File: src/rtl/gain_pkg.sv
// Shared gain constants, types and the output saturation helper
// for the pedal-chain gain stages.
package gain_pkg;

  localparam int GAIN_W    = 16;
  localparam int GAIN_FRAC = 14;

  typedef logic [GAIN_W-1:0] gain_t;

  // Q2.14 presets; entries past the used levels stay at max gain
  localparam gain_t GAIN_TABLE [8] = '{
    16'h2000, 16'h4000, 16'h8000, 16'hC000,
    16'hFFFF, 16'hFFFF, 16'hFFFF, 16'hFFFF
  };

  // bit 32 = clip, bits [dw-1:0] = saturated sample
  function automatic logic [32:0] sat_shift(
    input logic signed [63:0] p,
    input int                 dw
  );
    logic signed [63:0] sh;
    logic signed [63:0] hi;
    logic signed [63:0] lo;
    logic [32:0]        r;
    sh = p >>> GAIN_FRAC;
    hi = (64'sd1 <<< (dw - 1)) - 64'sd1;
    lo = -(64'sd1 <<< (dw - 1));
    r  = '0;
    if (sh > hi) begin
      r[31:0] = hi[31:0];
      r[32]   = 1'b1;
    end else if (sh < lo) begin
      r[31:0] = lo[31:0];
      r[32]   = 1'b1;
    end else begin
      r[31:0] = sh[31:0];
    end
    return r;
  endfunction

endpackage

File: src/rtl/gain_ramp_if.sv
// Frame bus between the codec sample port, the gain stage
// and the effect mux.
interface gain_ramp_if #(
  parameter int DATA_W   = 16,
  parameter int CHANNELS = 2
);
  logic                       In_valid;
  logic [CHANNELS*DATA_W-1:0] Data_in;
  logic                       Out_valid;
  logic [CHANNELS*DATA_W-1:0] Data_out;
  logic                       Clip;

  modport master (
    output In_valid, Data_in,
    input  Out_valid, Data_out, Clip
  );

  modport slave (
    input  In_valid, Data_in,
    output Out_valid, Data_out, Clip
  );
endinterface

File: src/rtl/button_debounce.sv
// Push-button synchroniser and debouncer; emits a one-cycle
// pulse on each debounced rising edge.
module button_debounce #(
  parameter int DEBOUNCE_CYCLES = 500000
) (
  input  logic clk,
  input  logic rst_n,
  input  logic button,
  output logic press
);

  localparam int CW = $clog2(DEBOUNCE_CYCLES + 1);
  localparam logic [CW-1:0] LIMIT = CW'(DEBOUNCE_CYCLES);

  logic          sync0;
  logic          sync1;
  logic          prev;
  logic          state;
  logic [CW-1:0] cnt;

  always_ff @(posedge clk or negedge rst_n) begin
    if (!rst_n) begin
      sync0 <= 1'b0;
      sync1 <= 1'b0;
      prev  <= 1'b0;
      state <= 1'b0;
      cnt   <= '0;
      press <= 1'b0;
    end else begin
      sync0 <= button;
      sync1 <= sync0;
      prev  <= sync1;
      press <= 1'b0;
      if (sync1 != prev) begin
        cnt <= '0;
      end else if (cnt != LIMIT) begin
        cnt <= cnt + 1'b1;
      end else if (sync1 != state) begin
        state <= sync1;
        press <= sync1;
      end
    end
  end

endmodule

File: src/rtl/gain_ramp.sv
// Multi-channel preset gain stage with per-frame ramping,
// mute and saturating two-stage multiply pipeline.
module gain_ramp
  import gain_pkg::*;
#(
  parameter int    DATA_W          = 16,
  parameter int    CHANNELS        = 2,
  parameter int    LEVELS          = 4,
  parameter gain_t RAMP_STEP       = 16'h0200,
  parameter int    DEBOUNCE_CYCLES = 500000
) (
  input  logic                      Clk,
  input  logic                      Reset_n,
  input  logic                      Button,
  input  logic                      Mute,
  gain_ramp_if.slave                io,
  output logic [$clog2(LEVELS)-1:0] volume_level,
  output gain_t                     Gain_cur
);

  localparam int LW = $clog2(LEVELS);
  localparam int PW = DATA_W + 17;

  logic                        press;
  logic [2:0]                  idx;
  gain_t                       target;
  gain_t                       gain_nxt;
  logic [16:0]                 up;
  logic [16:0]                 dn;
  logic                        v1;
  logic signed [PW-1:0]        prod [CHANNELS];
  logic [CHANNELS*DATA_W-1:0]  sat_data;
  logic                        sat_clip;
  logic [32:0]                 r;
  logic                        unused_bits;

  button_debounce #(
    .DEBOUNCE_CYCLES(DEBOUNCE_CYCLES)
  ) u_debounce (
    .clk   (Clk),
    .rst_n (Reset_n),
    .button(Button),
    .press (press)
  );

  always_ff @(posedge Clk or negedge Reset_n) begin
    if (!Reset_n) begin
      volume_level <= LW'(1);
    end else if (press) begin
      volume_level <= (volume_level == LW'(LEVELS - 1))
                      ? '0 : volume_level + 1'b1;
    end
  end

  always_comb begin
    idx      = 3'(volume_level);
    target   = Mute ? '0 : GAIN_TABLE[idx];
    up       = {1'b0, target} - {1'b0, Gain_cur};
    dn       = {1'b0, Gain_cur} - {1'b0, target};
    gain_nxt = Gain_cur;
    unique case (1'b1)
      target > Gain_cur:
        gain_nxt = (up <= {1'b0, RAMP_STEP})
                   ? target : Gain_cur + RAMP_STEP;
      target < Gain_cur:
        gain_nxt = (dn <= {1'b0, RAMP_STEP})
                   ? target : Gain_cur - RAMP_STEP;
      default:
        gain_nxt = Gain_cur;
    endcase
  end

  // S1: the accepted frame is scaled by the pre-update gain
  always_ff @(posedge Clk or negedge Reset_n) begin
    if (!Reset_n) begin
      v1       <= 1'b0;
      Gain_cur <= 16'h4000;
      for (int c = 0; c < CHANNELS; c++) prod[c] <= '0;
    end else begin
      v1 <= io.In_valid;
      if (io.In_valid) begin
        Gain_cur <= gain_nxt;
        for (int c = 0; c < CHANNELS; c++) begin
          prod[c] <= PW'($signed(io.Data_in[c*DATA_W +: DATA_W]))
                   * PW'($signed({1'b0, Gain_cur}));
        end
      end
    end
  end

  always_comb begin
    sat_data = '0;
    sat_clip = 1'b0;
    r        = '0;
    for (int c = 0; c < CHANNELS; c++) begin
      r = sat_shift(64'(prod[c]), DATA_W);
      sat_data[c*DATA_W +: DATA_W] = r[DATA_W-1:0];
      sat_clip = sat_clip | r[32];
    end
  end

  assign unused_bits = ^r[31:DATA_W];

  // S2: outputs hold between frames
  always_ff @(posedge Clk or negedge Reset_n) begin
    if (!Reset_n) begin
      io.Out_valid <= 1'b0;
      io.Data_out  <= '0;
      io.Clip      <= 1'b0;
    end else begin
      io.Out_valid <= v1;
      io.Clip      <= v1 & sat_clip;
      if (v1) io.Data_out <= sat_data;
    end
  end

endmodule

File: src/flat_wrapper.sv
// flat-port wrapper written by rule: the top's interface ports become plain ports
module gain_ramp_flat import gain_pkg::*;
#(
  parameter int    DATA_W          = 16,
  parameter int    CHANNELS        = 2,
  parameter int    LEVELS          = 4,
  parameter gain_t RAMP_STEP       = 16'h0200,
  parameter int    DEBOUNCE_CYCLES = 500000
)
  (Clk, Reset_n, Button, Mute, volume_level, Gain_cur, io_In_valid, io_Data_in, io_Out_valid, io_Data_out, io_Clip);
  gain_ramp_if #(.DATA_W(DATA_W), .CHANNELS(CHANNELS)) io_i ();
  input  logic Clk;
  input  logic Reset_n;
  input  logic Button;
  input  logic Mute;
  output logic [$clog2(LEVELS)-1:0] volume_level;
  output gain_t Gain_cur;
  input wire logic [$bits(io_i.In_valid)-1:0] io_In_valid;
  input wire logic [$bits(io_i.Data_in)-1:0] io_Data_in;
  output wire logic [$bits(io_i.Out_valid)-1:0] io_Out_valid;
  output wire logic [$bits(io_i.Data_out)-1:0] io_Data_out;
  output wire logic [$bits(io_i.Clip)-1:0] io_Clip;
  assign io_i.In_valid = io_In_valid;
  assign io_i.Data_in = io_Data_in;
  assign io_Out_valid = io_i.Out_valid;
  assign io_Data_out = io_i.Data_out;
  assign io_Clip = io_i.Clip;
  gain_ramp #(.DATA_W(DATA_W), .CHANNELS(CHANNELS), .LEVELS(LEVELS), .RAMP_STEP(RAMP_STEP), .DEBOUNCE_CYCLES(DEBOUNCE_CYCLES)) u_core (.Clk(Clk), .Reset_n(Reset_n), .Button(Button), .Mute(Mute), .io(io_i), .volume_level(volume_level), .Gain_cur(Gain_cur));
endmodule
File: config.mk
export PLATFORM = sky130hd
export DESIGN_NAME = gain_ramp_flat
export DESIGN_NICKNAME = d
export VERILOG_FILES = /design/src/rtl/gain_pkg.sv /design/src/rtl/gain_ramp_if.sv /design/src/rtl/button_debounce.sv /design/src/rtl/gain_ramp.sv /design/src/flat_wrapper.sv
export SDC_FILE = /design/constraint.sdc
export NUM_CORES = 1
export LEC_CHECK = 0
export CAP_MARGIN = 5
export CORE_MARGIN = 1
export CORE_UTILIZATION = 33
export CTS_CLUSTER_DIAMETER = 30
export CTS_CLUSTER_SIZE = 40
export DETAILED_ROUTE_END_ITERATION = 10
export SKIP_CTS_REPAIR_TIMING = 1
export SYNTH_ARGS = -nofsm -noshare
export SYNTH_HDL_FRONTEND = slang
export SYNTH_SLANG_ARGS = --single-unit
File: constraint.sdc
create_clock -name Clk -period 8.56 [get_ports Clk]
set_clock_uncertainty 0.1 [all_clocks]
set_input_delay 0.856 -clock Clk [delete_from_list [all_inputs] [get_ports Clk]]
set_output_delay 0.856 -clock Clk [all_outputs]
set_load 0.05 [all_outputs]
Yosys cells after proc, flatten, opt, wreduce, memory -nomap -nowiden. Memories as Yosys holds them, arrays and structs flattened. Cells that the tools add are included.

Register bits: 143. Bits in read-only memories: 128. Bits of input ports: 37. Output and inout bits: 52. Logic and storage cells: 63. Memories: 1.

Memories: (name not given) (words 8, bits a word 16, read ports 1, clocked after memory_dff 0, write ports 0, RTL line gain_ramp.sv:57) `target = Mute ? '0 : GAIN_TABLE[idx];`.

Add/subtract/negate cells: 6. Multipliers: 2. Magnitude comparators: 9. Eq/ne operators: 4. Muxes and demuxes: 18. Bitwise gates (word level): 5. Reductions and logical operators: 4.

Operator list (number): $mux 16 (5); $mul 16x17->33 (2); $mux 33 (2); $mux 32 (2); $gt 19x16->1 const B (2); $lt 19x16->1 const B (2); $mux 19 (2); $le 17x10->1 const B (2); $sub 16x16->17 (2); $pmux 16 s2 (1); $add 19x1->19 const B (1); $ne 19x19->1 const B (1); $add 16x10->16 const B (1); $gt 16x16->1 (1); $lt 16x16->1 (1); $sub 16x10->16 const B (1); $mux 1 (5); $ge 4x4->1 const B (1); $not 2->4 (1); $reduce_bool 2->1 (2); $reduce_and 3->1 (1); $add 2x1->2 const B (1); $eq 2x2->1 const B (1); $mux 2 (1); other kinds (5) (7).

Logic depth before layout (Yosys ltp). Gate-level depths: netlist of run 1.

Word-level depth: 9. Depth in mapped cells: 25. Depth with buffers taken out: 22.

By module. From an unflattened synthesis of run 1, not the netlist that was laid out.

Cell total of the unflattened synthesis: 1895. Area total of the unflattened synthesis: 17819.6 um2.

Modules (own cells, without submodules): gain_ramp (instances 1, cells an instance 1767, area an instance 16598.4 um2, sequential area each 2054.5 um2); button_debounce (instances 1, cells an instance 128, area an instance 1221.2 um2, sequential area each 600.6 um2).

Worst setup path before layout of run 1. No wires, ideal clock.

Path type: flip-flop to flip-flop. Start: register u_core.Gain_cur[12]. End: register u_core.prod[58] (netlist bit). Library setup time: 0.125 ns. Arrival: 6.447 ns. Data required time: 8.335 ns. Setup slack: 1.889 ns. Stages on the path, launching flop included: 26. Path buffers: 3. Clock period less this slack: 6.671 ns. Cell sequence: dfrtp_1 > buf_2 > clkbuf_1 > clkbuf_1 > nand2_1 > fa_1 > inv_1 > fa_1 > inv_1 > fa_1 > inv_1 > fa_1 > fa_1 > inv_1 > fa_1 > inv_1 > ha_1 > a21oi_1 > o21bai_1 > a21oi_1 > nor3b_1 > o21a_1 > nor3_1 > or2_1 > xor2_1 > mux2_2.

Word-level cells in the longest chain between the ends: 1.

RTL lines: start: declaration (RTL line gain_ramp.sv:18) `output gain_t Gain_cur`; start signal: assignment (RTL line gain_ramp.sv:82) `Gain_cur <= gain_nxt;`; $mul 16x17->33 (RTL line gain_ramp.sv:85) `* PW'($signed({1'b0, Gain_cur}));`; end signal: indexed assignment (RTL line gain_ramp.sv:84) `prod[c] <= PW'($signed(io.Data_in[c*DATA_W +: DATA_W]))`; end: declaration (RTL line gain_ramp.sv:31) `logic signed [PW-1:0] prod [CHANNELS];`.

Every way passes these cells. A chain may end at the register's enable or synchronous reset.

Worst setup path after layout of run 1.
Start: input io_Data_in[17]. End: register u_core.prod[31] (netlist bit).

Word-level cells in the longest chain between the ends: 1.

RTL lines: start: declaration (RTL line flat_wrapper.sv:19) `input wire logic [$bits(io_i.Data_in)-1:0] io_Data_in;`; $mul 16x17->33 (RTL line gain_ramp.sv:85).

Every way passes these cells.

==> results of run 1 <==
## state kept, by name, indices dropped and copies added (netlist names)
name and flops:
u_core.u_debounce.prev 1, u_core.io.Data_out 32, u_core.u_debounce.sync0 1, u_core.u_debounce.state 1
u_core.io.Out_valid 1, u_core.prod 38, u_core.io.Clip 1, u_core.u_debounce.sync1 1
u_core.u_debounce.press 1, u_core.volume_level 2, u_core.Gain_cur 7, u_core.u_debounce.cnt 19
u_core.v1 1
## per-stage QoR
| stage | setup slack, ns | utilization | std cells | hold WS [ns] | area, um^2 |
|---|---|---|---|---|---|
| floorplan | 1.89 | - | 2078 | 0.231 | 18500 |
| global placement | 1.41 | 0.372 | 2809 | 0.240 | 20000 |
| detailed placement | 1.31 | 0.372 | 2809 | 0.243 | 20000 |
| CTS | 1.72 | 0.377 | 2825 | 0.262 | 20300 |
| global route | 1.25 | 0.377 | 2825 | 0.271 | 20300 |
| finish | 1.70 | 0.377 | 2826 | 0.258 | 20300 |
## cell usage in the layout (no fill, tap or decap), drive strengths merged, types with 51 or more instances in the layout
cell type        n
a21oi           64
and2           113
clkdlybuf4s50   77
conb           129
dfrtp          104
fa             274
ha             240
inv            440
nand2          166
nor2            94
o21ai           51
## cell families (layout without fill, tap and decap cells)
kind of cell | Yosys count | after routing | share of synthesized area
and+or+nand+nor | 490 | 490 | 0.133
adders and majority gates | 514 | 514 | 0.471
AOI/OAI and AO/OA | 245 | 245 | 0.0918
muxes | 34 | 34 | 0.0212
buffers and inverters | 498 | 549 | 0.106
DFF | 106 | 106 | 0.147
xor gates and xnor gates | 62 | 62 | 0.0301
other | 2 | 130 | 0.000416
## worst max-delay path: stages
cell and delay [ns]:
clkdlybuf4s50_1 0.63, nand2_1 0.13, fa_1 0.57, inv_1 0.05, fa_1 0.53, inv_1 0.05, fa_1 0.50, inv_1 0.05
fa_1 0.49, fa_1 0.50, inv_1 0.05, fa_1 0.47, inv_1 0.05, ha_1 0.34, a21oi_1 0.16, o21ai_1 0.14
a2111oi_0 0.40, o21ai_1 0.19, a21oi_1 0.24, o21ai_1 0.10, a31oi_1 0.20, xnor2_1 0.09, mux2_2 0.26
## cells in the mapped netlist, types with 4 or more instances
master,instances,area share
inv_1,435,0.091
fa_1,274,0.30
ha_1,240,0.17
nand2_1,165,0.034
and2_1,113,0.039
dfrtp_1,104,0.14
nor2_1,94,0.020
a21oi_1,61,0.017
clkbuf_1,46,0.0096
xnor2_1,43,0.021
o21ai_0,41,0.011
o22ai_1,32,0.011
mux2_2,29,0.018
nand3_1,29,0.0080
nor3_1,21,0.0058
xor2_1,19,0.0092
a21o_1,18,0.0075
nand2b_1,15,0.0052
and3_1,10,0.0035
o21bai_1,10,0.0042
buf_4,9,0.0037
o21a_1,9,0.0037
nor2b_1,8,0.0028
o21ai_1,8,0.0022
a211oi_1,7,0.0029
o211ai_1,7,0.0029
a31oi_1,6,0.0021
nand3b_1,5,0.0021
or3_1,5,0.0017
a21boi_1,4,0.0017
nand4_1,4,0.0014
nor3b_1,4,0.0017
nor4_1,4,0.0014
## area by class of cell
type | count | area (um^2)
Multi-Input combinational cell | 1474 | 14000
Antenna cell | 1 | 2.50
Timing Repair Buffer | 97 | 918
Tap cell | 696 | 871
Clock inverter | 7 | 83.8
Fill cell | 5430 | 33600
Clock buffer | 9 | 225
Sequential cell | 106 | 2660
Inverter | 436 | 1640
## per-layer routing
metal / routed length (um) / part of all wire
met1: 19700 / 0.49
met2: 18800 / 0.46
met3: 1380 / 0.034
met4: 743 / 0.018
met5: 23 / 0.00057
## how the worst max path moves through the flow
stage | start | to | slack (ns) | cells past startpoint
floorplan | u_core.Gain_cur[12]$_DFFE_PN0P_ | u_core.prod[58]$_DFFE_PN0P_ | 1.89 | 25
global placement | io_Data_in[17] | u_core.prod[31]$_DFFE_PN0P_ | 1.41 | 23
detailed placement | io_Data_in[17] | u_core.prod[31]$_DFFE_PN0P_ | 1.31 | 23
CTS | io_Data_in[17] | u_core.prod[31]$_DFFE_PN0P_ | 1.72 | 23
global route | io_Data_in[17] | u_core.prod[31]$_DFFE_PN0P_ | 1.25 | 23
finish | io_Data_in[17] | u_core.prod[31]$_DFFE_PN0P_ | 1.70 | 23
==> metrics.txt, run 1 <==
status completed; Nets 2,675; sequential share of the synthesized area 0.147; number of flops mapped to enable cells by yosys 0; library cells used by synthesis around 80; Residual DRC 0; share of layout cells above drive strength 1 0.0432; Fin. Hold Viols 0; Clock Tree Root clkbuf_16; worst slew pin tran 0.976 ns; CP Launch Type input port; drt wl/cell between 10 and 15 um; sum of negative setup slack 0 ns; fin crit period 6.86 ns; Rows 85; hold path cells 0; DPL Wire Length about 34,000 um; DR vias 13,100; M3 GR Usage 0.0232; IO Count 89; clk sinks 106; ANT nets after route 0; Worst-path clk slew ~0.09 ns; maximum clock rate 0.146 GHz; synthesized instance count around 2,000; worst reg2reg path depth 22; core area 53,900 um^2; met2 Use GR 0.257; min-delay src u_core.u_debounce.sync0$_DFF_PN0_; 1st-iter DRT viols 578; critical path endpoint category flip-flop; HP Class reg -> reg; GRT Max-Usage Layer met2; CP arrival 7.05 ns; critical path fanouts, max 7; number of max-cap violations 0; final setup fails 0; synth-to-layout area growth 12.8%; H-Tree Depth 3; DRT Wirelength 40,700 um; Vias/cell 4.63; chip width 236 um; largest net degree at the start of global routing 61; Ys Warns 0; Num CTS Buffers 9; global-route usage over all layers 0.158; TritonCTS clock tree done; initial core utilization 0.335; Crit Path Category in -> reg; worst skew pair latency 0.39 ns; Hold Path Sink u_core.u_debounce.sync1$_DFF_PN0_; R2R Path Start u_core.Gain_cur[13]$_DFFE_PN0P_; met1 usage 0.219; ys async rst share 1.00; Slew Limit Headroom 0.347; unrepaired setup endpoints after global routing false; Die H 236 um; First-pass DRT Iterations 7; Worst R2R Setup Slack 1.79 ns; Routability Congestion 0.871; grt total ovfl 0; RR Endpoint u_core.prod[31]$_DFFE_PN0P_; Clock Tree Buf Depth 2; Required @ worst endpoint 8.75 ns; vias in the first global route ~14,000; first-pass GRT wire length 71,400 um; final period utilization 0.802; Synth Flop Type dfrtp_1; die area roughly 56,000 um^2; synthesized flop and latch total 106; Mean Syn Cell Area 9.25 um^2; initial antenna violation count 3; count of pins over their slew limit 0; IO Port Bufs slightly below 80; Post-Syn Area 18,000 um^2
Power of run 1 is left out: the tool's default activity adds up to more than one toggle a clock period on the data nets, which glitch-free logic cannot reach.
==> run 2: changes to the inputs <==
- clock period: 8.56 -> 5.88 ns (I/O delays scaled with it)
==> metrics.txt, run 2 (synthesis gave the netlist of run 1 again) <==
synth-to-layout area growth 23.7%; post-route setup slack -0.117 ns (-1.81 ns); initial core utilization 0.335 (unchanged); fin util 0.414 (+0.0364); Worst-path clk slew 0.08 ns (about the same); IO Port Bufs 79 (unchanged); top flop regs u_core.prod: 38 flops, u_core.io.Data_out: 32 flops, u_core.u_debounce.cnt: 19 flops; Routability Congestion 0.861 (-1.2%); R2R Path Start u_core.Gain_cur[11]$_DFFE_PN0P_; Fin. Hold Viols 0 (unchanged); grt total ovfl 0 (unchanged); share of layout cells above drive strength 1 0.152 (+0.109); clk sinks 106 (unchanged); final period utilization 1.02; area occupied by multi-input gates 14,500 um^2 (+3.8%); worst skew pair latency 0.39 ns (about the same); status complete, but fails checks; critical path endpoint category flip-flop; ANT nets after route 0 (unchanged); critical path fanouts, max 7 (unchanged); Worst R2R Setup Slack -0.12 ns (-1.91 ns); register area 2670 um^2 (+0.38%); RR Endpoint u_core.prod[58]$_DFFE_PN0P_; Final Hold Slack 0.121 ns (-0.137 ns); fin crit period 6.00 ns; DR vias 13,700 (+4.5%); drt wl/cell 14.2 um (-1.2%); global-route usage over all layers 0.164 (+0.00549); crit path to u_core.prod[58]$_DFFE_PN0P_; First-pass DRT Iterations 5 (-2); fill cell total of the finished layout 5,251 (-3.3%); count of pins over their slew limit 0 (unchanged); commonest cells after routing, fill and taps aside 425 x inv_1, 270 x fa_1, 226 x ha_1; TritonCTS clock tree done; critical path startpoint u_core.Gain_cur[11]$_DFFE_PN0P_; first-pass GRT wire length 74,100 um (+3.8%); Required @ worst endpoint 6.05 ns (-2.70 ns); Nets 2,836 (+6.0%); failing checks negative setup slack; n_diodes 0 (-1); worst slew pin tran 1.07 ns (+0.0921 ns); CP Launch Type flip-flop; CP arrival 6.17 ns (-0.88 ns); Residual DRC 0 (unchanged); Final Cell Area 22,300 um^2 (+9.6%); Slew Limit Headroom 0.286 (-0.0616); final setup fails 12 (+12); vias in the first global route 14,800 (+3.5%); Clock Tree Buf Depth 2 (unchanged); Die H 236 um (unchanged); max reg flops 38 (unchanged); Rows 85 (unchanged); Most flops, register u_core.prod; H-Tree Depth 3 (unchanged); largest net degree at the start of global routing 57 (-6.6%); initial antenna violation count 3 (unchanged); DPL Wire Length 35,700 um (+5.2%); Num CTS Buffers 9 (unchanged); worst reg2reg path depth 24 (+9.1%); IO Count 89 (unchanged); Vias/cell 4.58 (-1.1%); commonest non-fill, non-tap cell in the layout inv_1; DP Area 21,400 um^2 (+6.7%); Clock Tree Root clkbuf_16; unrepaired setup endpoints after global routing true; die area 55,600 um^2 (unchanged); maximum clock rate 0.167 GHz; Crit Path Category reg -> reg; 1st-iter DRT viols 486 (-16%); chip width 236 um (unchanged); number of max-cap violations 0 (unchanged); core area 53,900 um^2 (unchanged); HP Class in -> async; DRT Wirelength 42,400 um (+4.4%)
-- run 2: final cells by class --
cell class                 instances  area share
clock buffer                       9      0.0101
clock inverter                     7     0.00387
inverter                         436      0.0734
multi-input combinational       1474       0.649
sequential                       106       0.119
tap                              696      0.0390
timing repair buffer             258       0.105
-- run 2: worst min-delay path by stage --
stage / startpoint / to
detailed placement: u_core.u_debounce.sync0$_DFF_PN0_ / u_core.u_debounce.sync1$_DFF_PN0_
global placement: u_core.u_debounce.sync0$_DFF_PN0_ / u_core.u_debounce.sync1$_DFF_PN0_
floorplan: Reset_n / u_core.Gain_cur[10]$_DFFE_PN0P_
finish: Reset_n / u_core.u_debounce.cnt[6]$_DFFE_PN0N_
CTS: Reset_n / u_core.u_debounce.cnt[6]$_DFFE_PN0N_
global route: Reset_n / u_core.u_debounce.cnt[8]$_DFFE_PN0N_
-- run 2: stage by stage --
stage                     setup WS [ns]  cells  setup TNS [ns]
final                            -0.117   2986          -0.548
after global placement           -0.732   2951          -16.81
after detailed placement         -0.777   2951          -18.21
after CTS                        -0.374   2967           -5.26
after floorplan                 -0.0958   2078          -0.332
after global routing             -0.330   2986           -5.14
-- run 2: worst max-delay path, cell delays in order, from the launching register on --
cell	delay, ns
dfrtp_2	0.42
buf_12	0.14
buf_12	0.11
nand2_2	0.05
fa_1	0.54
inv_1	0.05
fa_1	0.47
inv_1	0.05
fa_2	0.53
inv_1	0.05
fa_1	0.47
fa_1	0.49
inv_1	0.05
fa_1	0.52
inv_2	0.05
ha_4	0.22
a21oi_2	0.16
o21bai_1	0.09
a21oi_2	0.14
nor3b_4	0.28
o21a_4	0.22
nor3_4	0.06
or2_1	0.21
xor2_1	0.15
mux2_2	0.26
-- run 2: metal layers --
| metal | GRT usage | part of all wire |
|---|---|---|
| met2 | 0.270 | 0.47 |
| met1 | 0.229 | 0.48 |
| met3 | 0.0205 | 0.034 |
| met4 | 0.0353 | 0.013 |
| met5 | 0 | 0.00031 |
Power of run 2 is left out for the same reason.
